## src/rtl/traffic_interval_timer.sv

```systemverilog
// Interval timer and walk-request latch for the traffic-light sequencer.
// Optional macro REMAIN_OUT_EN adds the live countdown output 'remaining'.
module traffic_interval_timer #(
    parameter int TICK_DIV = 4,
    parameter int TW       = 4,
    parameter int T_BASE   = 6,
    parameter int T_EXT    = 3,
    parameter int T_YEL    = 2
) (
    input  logic          clk,
    input  logic          rst,
    input  logic [2:0]    interval,
    input  logic          start_timer,
    output logic          expired,
    input  logic          prog_sync,
    input  logic [1:0]    time_param_sel,
    input  logic [TW-1:0] time_value,
    input  logic          walk_btn,
    input  logic          wr_reset,
    output logic          wr,
    output logic          tick
`ifdef REMAIN_OUT_EN
    ,
    output logic [TW:0]   remaining
`endif
);

    localparam int DW = (TICK_DIV > 1) ? $clog2(TICK_DIV) : 1;

    typedef enum logic {
        IDLE  = 1'b0,
        COUNT = 1'b1
    } state_t;

    state_t        state, state_next;
    logic [TW:0]   count, count_next;
    logic          expired_next;
    logic [DW-1:0] divider;
    logic [TW-1:0] base_t, ext_t, yel_t;
    logic [TW:0]   load_val;

    assign tick = (divider == DW'(TICK_DIV - 1));

`ifdef REMAIN_OUT_EN
    assign remaining = count;
`endif

    // Double base is formed one bit wider so it never wraps.
    always_comb begin
        load_val = {1'b0, base_t};
        case (interval)
            3'b001:  load_val = {1'b0, ext_t};
            3'b010:  load_val = {1'b0, yel_t};
            3'b011:  load_val = {base_t, 1'b0};
            default: load_val = {1'b0, base_t};
        endcase
    end

    always_ff @(posedge clk) begin
        if (rst) begin
            state   <= IDLE;
            count   <= '0;
            expired <= 1'b0;
        end else begin
            state   <= state_next;
            count   <= count_next;
            expired <= expired_next;
        end
    end

    // A start in the final-tick cycle takes priority and suppresses expiry.
    always_comb begin
        state_next   = state;
        count_next   = count;
        expired_next = 1'b0;
        if (start_timer) begin
            state_next = COUNT;
            count_next = load_val;
        end else if (state == COUNT && tick) begin
            if (count == (TW+1)'(1)) begin
                state_next   = IDLE;
                count_next   = '0;
                expired_next = 1'b1;
            end else begin
                count_next = count - 1'b1;
            end
        end
    end

    always_ff @(posedge clk) begin
        if (rst) begin
            divider <= '0;
            base_t  <= TW'(T_BASE);
            ext_t   <= TW'(T_EXT);
            yel_t   <= TW'(T_YEL);
            wr      <= 1'b0;
        end else begin
            if (start_timer || tick)
                divider <= '0;
            else
                divider <= divider + 1'b1;

            if (prog_sync) begin
                case (time_param_sel)
                    2'd0: if (time_value != '0) base_t <= time_value;
                    2'd1: if (time_value != '0) ext_t  <= time_value;
                    2'd2: if (time_value != '0) yel_t  <= time_value;
                    default: begin
                        base_t <= TW'(T_BASE);
                        ext_t  <= TW'(T_EXT);
                        yel_t  <= TW'(T_YEL);
                    end
                endcase
            end

            // A press coinciding with the clear must not be lost.
            if (walk_btn)
                wr <= 1'b1;
            else if (wr_reset)
                wr <= 1'b0;
        end
    end

endmodule
```

## config.mk

```make
export PLATFORM = sky130hd
export DESIGN_NAME = traffic_interval_timer
export DESIGN_NICKNAME = d
export VERILOG_FILES = /design/src/rtl/traffic_interval_timer.sv
export SDC_FILE = /design/constraint.sdc
export NUM_CORES = 1
export LEC_CHECK = 0
export CAP_MARGIN = 20
export CORE_MARGIN = 3
export CORE_UTILIZATION = 48
export DETAILED_ROUTE_END_ITERATION = 6
export PLACE_DENSITY = 0.73
export SYNTH_ARGS = -nofsm -noshare
export SYNTH_HDL_FRONTEND = slang
export SYNTH_SLANG_ARGS = --single-unit
```

## constraint.sdc

```tcl
create_clock -name clk -period 2.1 [get_ports clk]
set_clock_uncertainty 0.1 [all_clocks]
set_input_delay 0.42 -clock clk [delete_from_list [all_inputs] [get_ports clk]]
set_output_delay 0.42 -clock clk [all_outputs]
set_load 0.05 [all_outputs]
```

**Word level (Yosys, flattened, before mapping)**

Cells that the tools add are included.

- Bits in registers: 22
- Output and inout bits: 3
- Word-level logic and storage cells: 54

- Add/subtract/negate cells: 2
- Equality and inequality tests: 10
- Muxes and demuxes: 14
- Bitwise logic cells: 4
- Reduce and logical (&&, ||, !) cells: 16

Operators with widths:

| kind | count |
|---|---|
| $pmux W4 S2 | 3 |
| $mux W5 | 3 |
| $pmux W5 S3 | 1 |
| $reduce_and A3 Y1 | 3 |
| $reduce_or A2 Y1 | 4 |
| $eq A3 B2 Y1 const B | 2 |
| $mux W1 | 6 |
| $ne A2 B2 Y1 const B | 3 |
| $reduce_bool A2 Y1 | 3 |
| $eq A5 B1 Y1 const B | 1 |
| $sub A5 B1 Y5 const B | 1 |
| $eq A2 B2 Y1 const B | 2 |
| $mux W4 | 1 |
| $not A1 Y1 | 4 |
| $reduce_bool A4 Y1 | 1 |
| $eq A3 B1 Y1 const B | 1 |
| $reduce_or A3 Y1 | 1 |
| $add A2 B1 Y2 const B | 1 |
| $eq A2 B1 Y1 const B | 1 |
| $logic_not A2 Y1 | 1 |
| $reduce_and A2 Y1 | 1 |
| $logic_and A1 B1 Y1 | 1 |
| $logic_or A1 B1 Y1 | 1 |

**Depth between registers and ports, before layout**

- Word-level depth: 4
- Mapped depth: 6
- Depth with buffers taken out: 6

**Worst setup path before layout**

Ideal clock, no wire load.

- Kind: flip-flop to flip-flop
- From: register divider[0]
- To: register count[3]
- Setup time: 0.130 ns
- Arrival: 1.617 ns
- Slack: 0.253 ns
- Stages on the path, launching flop included: 6
- Clock period less this slack: 1.847 ns
- Cells stage by stage: dfxtp_1 > ha_1 > nand2_1 > nor4_1 > mux2i_1 > o22ai_1

- Longest elaborated chain between the ends: 3

Ends and longest elaborated chain:

| element | RTL line | text |
|---|---|---|
| from (decl) | 38 | `logic [DW-1:0] divider;` |
| from (signal assigned) | 101 | `divider <= divider + 1'b1;` |
| $eq A2 B2 Y1 | 42 | `assign tick = (divider == DW'(TICK_DIV - 1));` |
| via tick | 21 | `output logic tick` |
| $logic_and A1 B1 Y1 | 79 | `end else if (state == COUNT && tick) begin` |
| $reduce_bool A2 Y1 (no source line) | - |  |
| to (signal assigned) | 66 | `count <= count_next;` |
| to (decl) | 36 | `logic [TW:0] count, count_next;` |

The timed path passes the listed nets, and every way through them passes these cells.
A chain may end at the register's enable or synchronous reset.

**Worst setup path after layout**

- From: register wr
- To: output port wr

RTL lines:

| element | RTL line | text |
|---|---|---|
| from (decl) | 20 | `output logic wr,` |
| from (signal assigned) | 96 | `wr <= 1'b0;` |
| from (signal assigned) | 118 | `wr <= 1'b1;` |
| from (signal assigned) | 120 | `wr <= 1'b0;` |

No word-level cell between the ends.

==> flow_metrics.tcl <==
set metrics [dict create \
    status "completed" \
    post_cts_buffers 0 \
    average_routed_wire_per_standard_cell_um 14.29 \
    cts_sink_cnt 22 \
    logic_depth_of_the_worst_setup_path_including_buffers 1 \
    number_of_buffers_added_by_the_clock_tree_synthesis_step 3 \
    synth_area_leaders "sky130_fd_sc_hd__dfxtp_1, sky130_fd_sc_hd__ha_1, sky130_fd_sc_hd__nor2_1" \
    worstPathCellList "clkdlybuf4s50_1" \
    synthesis.area_mm2 0.001126 \
    timing.critical_path.to "wr" \
    clkTransAtPathRegs_ps 110 \
    worstSetupEndpointType "output port" \
    met3_wirelength_um 110 \
    ys_top_cells_by_count "sky130_fd_sc_hd__dfxtp_1, sky130_fd_sc_hd__nor2_1, sky130_fd_sc_hd__inv_1" \
    grt_pass1_wl_mm 4.533 \
    clock_tree_from_tritoncts "done" \
    power_frac_clock_pct 27.5 \
    clock_path_buffers 2 \
    switching_share_pct 25.21 \
    timing.critical_path.fanout_max 2 \
    detailedRoute.firstIterationViolations 30 \
    antenna-diode-count 0 \
    detail_route.wirelength.met1_mm 1.280 \
    timing.critical_path.max_delay_family "buffers and inverters" \
    post-route-period-util_pct 93.86 \
    synth_edf_count 0 \
    syn-num-nets 152 \
    number_of_h_tree_levels 1 \
    tightestPinTransition_ps 504.5 \
    hold_slack_ps 340.4 \
    cp_data_required_time_ps 1580 \
    yosysTopAreaCellShare_pct 39.11 \
    antenna_found_initial 0 \
    clock-root-buffer "sky130_fd_sc_hd__clkbuf_4" \
    drtAntennaViolNets 0 \
    post-dp-hpwl_mm 2.081 \
    count_of_endpoints_failing_setup_in_the_final_report 0 \
    rsz0062_at_grt "no" \
    worst-r2r-cell-count 6 \
    final_std_cells_w_o_fill 188 \
    combinationalPowerShare_pct 18.3 \
    finalWorstPathRequiredPeriod_ps 1971 \
    io_buffer_count 17 \
    first_global_vias 1024 \
    synth_cell_types 32 \
    setup.reg_to_reg.worst_slack_ps 470 \
    die-height_um 54.44 \
    power.switching_w 0.0002076 \
    num_rows 16 \
    hold_class "flop to flop" \
    drt_first_pass_iters 4 \
    wl_met2_mm 1.285 \
    finalHoldViolations 0 \
    clk_latency_ps 310 \
    slew_viol_final 0 \
    max-vdd-ir-drop_mv 0.4578 \
    synth-main-ff-cell "sky130_fd_sc_hd__dfxtp_1" \
    worst_setup_path_start_kind "flop" \
    global_route.usage.total_pct 21.38 \
    synth-seq-cells 22 \
    die-width_um 54.44 \
    power_w 0.0008238 \
    power_per_cell_area_mw_per_mm2 569.5 \
    number_of_gates_resized_after_cts 0 \
    yosysWarningCount 0 \
    area_growth_from_synthesis_to_layout_pct 28.44 \
    drive_above_1_share_pct 16.15 \
    maxClockFrequency_ghz 0.5073 \
    post_cts_hold_buffer_count 0 \
    reg2reg_to "count[0]$_SDFFE_PP0P_" \
    placedCellCount 184 \
    cp_data_arrival_time_ps 1450 \
    power_report.internal_total_w 0.0006161 \
    remaining_drc_errors 0 \
    nets 183 \
    path_buf_inv 1 \
    synthArstFlopShare_pct 0 \
    critical_path.max_stage_delay_ps 800 \
    coreArea_mm2 0.002082 \
    yosysTopAreaCell "sky130_fd_sc_hd__dfxtp_1" \
    synthMostInstantiatedCell "sky130_fd_sc_hd__dfxtp_1" \
    initial_utilization_pct 54.09 \
    p_seq_share_pct 54.2 \
    routed_wl_mm 2.686 \
    cap_violations 0 \
    timing.hold.worst_path_depth 1 \
    power.leakage_nw 0.5485 \
    critPathLaunch "wr$_SDFFE_PP0P_" \
    design.die.area_mm2 0.002963 \
    post_synth_inst_count 131 \
    synth.yosys.seq_area_share_pct 39.11 \
    detailroute.via_count 1071 \
    gp_congestion 0.7692 \
    largest_net_degree_at_the_start_of_global_routing 22 \
    regToRegStartpoint "count[0]$_SDFFE_PP0P_" \
    io-pin-count 18 \
    via_per_inst 5.697 \
    worst_slew_margin_rel_pct 66.26 \
    globalRoute.totalOverflow 0 \
    topRoutingLayerUsed "met4" \
    critical_path_class "flop to output port" \
    syn_area_cell_um2 8.596 \
    cp_slowest_cell "sky130_fd_sc_hd__clkdlybuf4s50_1" \
]
==> stage by stage <==
stage                     TNS, ps  setup slack (ps)  utilization [%]  area [um2]
after floorplan                 0             252.7                -        1126
after global placement          0             1.007            67.73        1410
after detailed placement   -438.2            -107.6            67.73        1410
after CTS                       0             124.4            69.47        1446
after global routing            0             80.15            69.47        1446
final                           0             128.9            69.47        1446
==> placed cells by master (no fill, tap or decap), types with 3 or more instances in the layout <==
cell type	count
sky130_fd_sc_hd__ha_1	6
sky130_fd_sc_hd__inv_1	10
sky130_fd_sc_hd__nor3_1	4
sky130_fd_sc_hd__clkbuf_4	3
sky130_fd_sc_hd__a21oi_1	9
sky130_fd_sc_hd__o21ai_0	5
sky130_fd_sc_hd__nor4_1	5
sky130_fd_sc_hd__a22oi_1	5
sky130_fd_sc_hd__o32ai_1	4
sky130_fd_sc_hd__nor2_1	16
sky130_fd_sc_hd__nand2_1	5
sky130_fd_sc_hd__clkdlybuf4s50_1	16
sky130_fd_sc_hd__mux2_2	3
sky130_fd_sc_hd__nand2b_1	4
sky130_fd_sc_hd__buf_4	14
sky130_fd_sc_hd__o22ai_1	4
sky130_fd_sc_hd__dfxtp_1	22
sky130_fd_sc_hd__nor3b_1	4
==> flip-flops by register name, indices dropped and copies added (netlist names) <==
register  cells
state         1
expired       1
yel_t         4
wr            1
base_t        4
divider       2
ext_t         4
count         5
==> area by class of cell <==
type,instances,area [um2]
Fill cell,184,635.6
Multi-Input combinational cell,95,633.1
Sequential cell,22,440.4
Timing Repair Buffer,30,265.3
Inverter,10,37.54
Clock buffer,4,36.28
Tap cell,27,33.78
==> power by group through the flow <==
| stage | registers (W) | logic, W | clock network (W) |
|---|---|---|---|
| 2_1_floorplan | 0.000456 | 0.0000732 | 0 |
| 3_3_place_gp | 0.000455 | 0.000144 | 0 |
| 3_5_place_dp | 0.000456 | 0.000149 | 0 |
| 4_1_cts | 0.000446 | 0.000150 | 0.000227 |
| 5_1_grt | 0.000449 | 0.000167 | 0.000246 |
| 6_report | 0.000446 | 0.000151 | 0.000227 |
==> per-layer routing <==
metal	vias to the layer above	GRT usage, %
met5	-	0
met4	0	3.734
met3	2	4.905
met2	26	35.26
met1	499	28.60
li1	544	-
==> worst min-delay path by stage <==
stage | slack [ps] | from | end
floorplan | 300 | divider[0]$_SDFF_PP0_ | divider[0]$_SDFF_PP0_
global placement | 310 | divider[0]$_SDFF_PP0_ | divider[0]$_SDFF_PP0_
detailed placement | 330 | divider[0]$_SDFF_PP0_ | divider[0]$_SDFF_PP0_
CTS | 350 | divider[0]$_SDFF_PP0_ | divider[0]$_SDFF_PP0_
global route | 370 | divider[0]$_SDFF_PP0_ | divider[0]$_SDFF_PP0_
finish | 340 | divider[0]$_SDFF_PP0_ | divider[0]$_SDFF_PP0_
==> logic make-up (layout without fill, tap and decap cells) <==
group / count (synthesis) / in the layout / share of synthesized area, %
AOI/OAI and AO/OA: 36 / 36 / 21.56
muxes: 4 / 4 / 3.889
and+or+nand+nor: 49 / 49 / 24.11
adders and majority gates: 6 / 6 / 6.666
buffers and inverters: 14 / 44 / 4.667
DFF: 22 / 22 / 39.11
No activity file was read; power rests on OpenSTA's default activity.
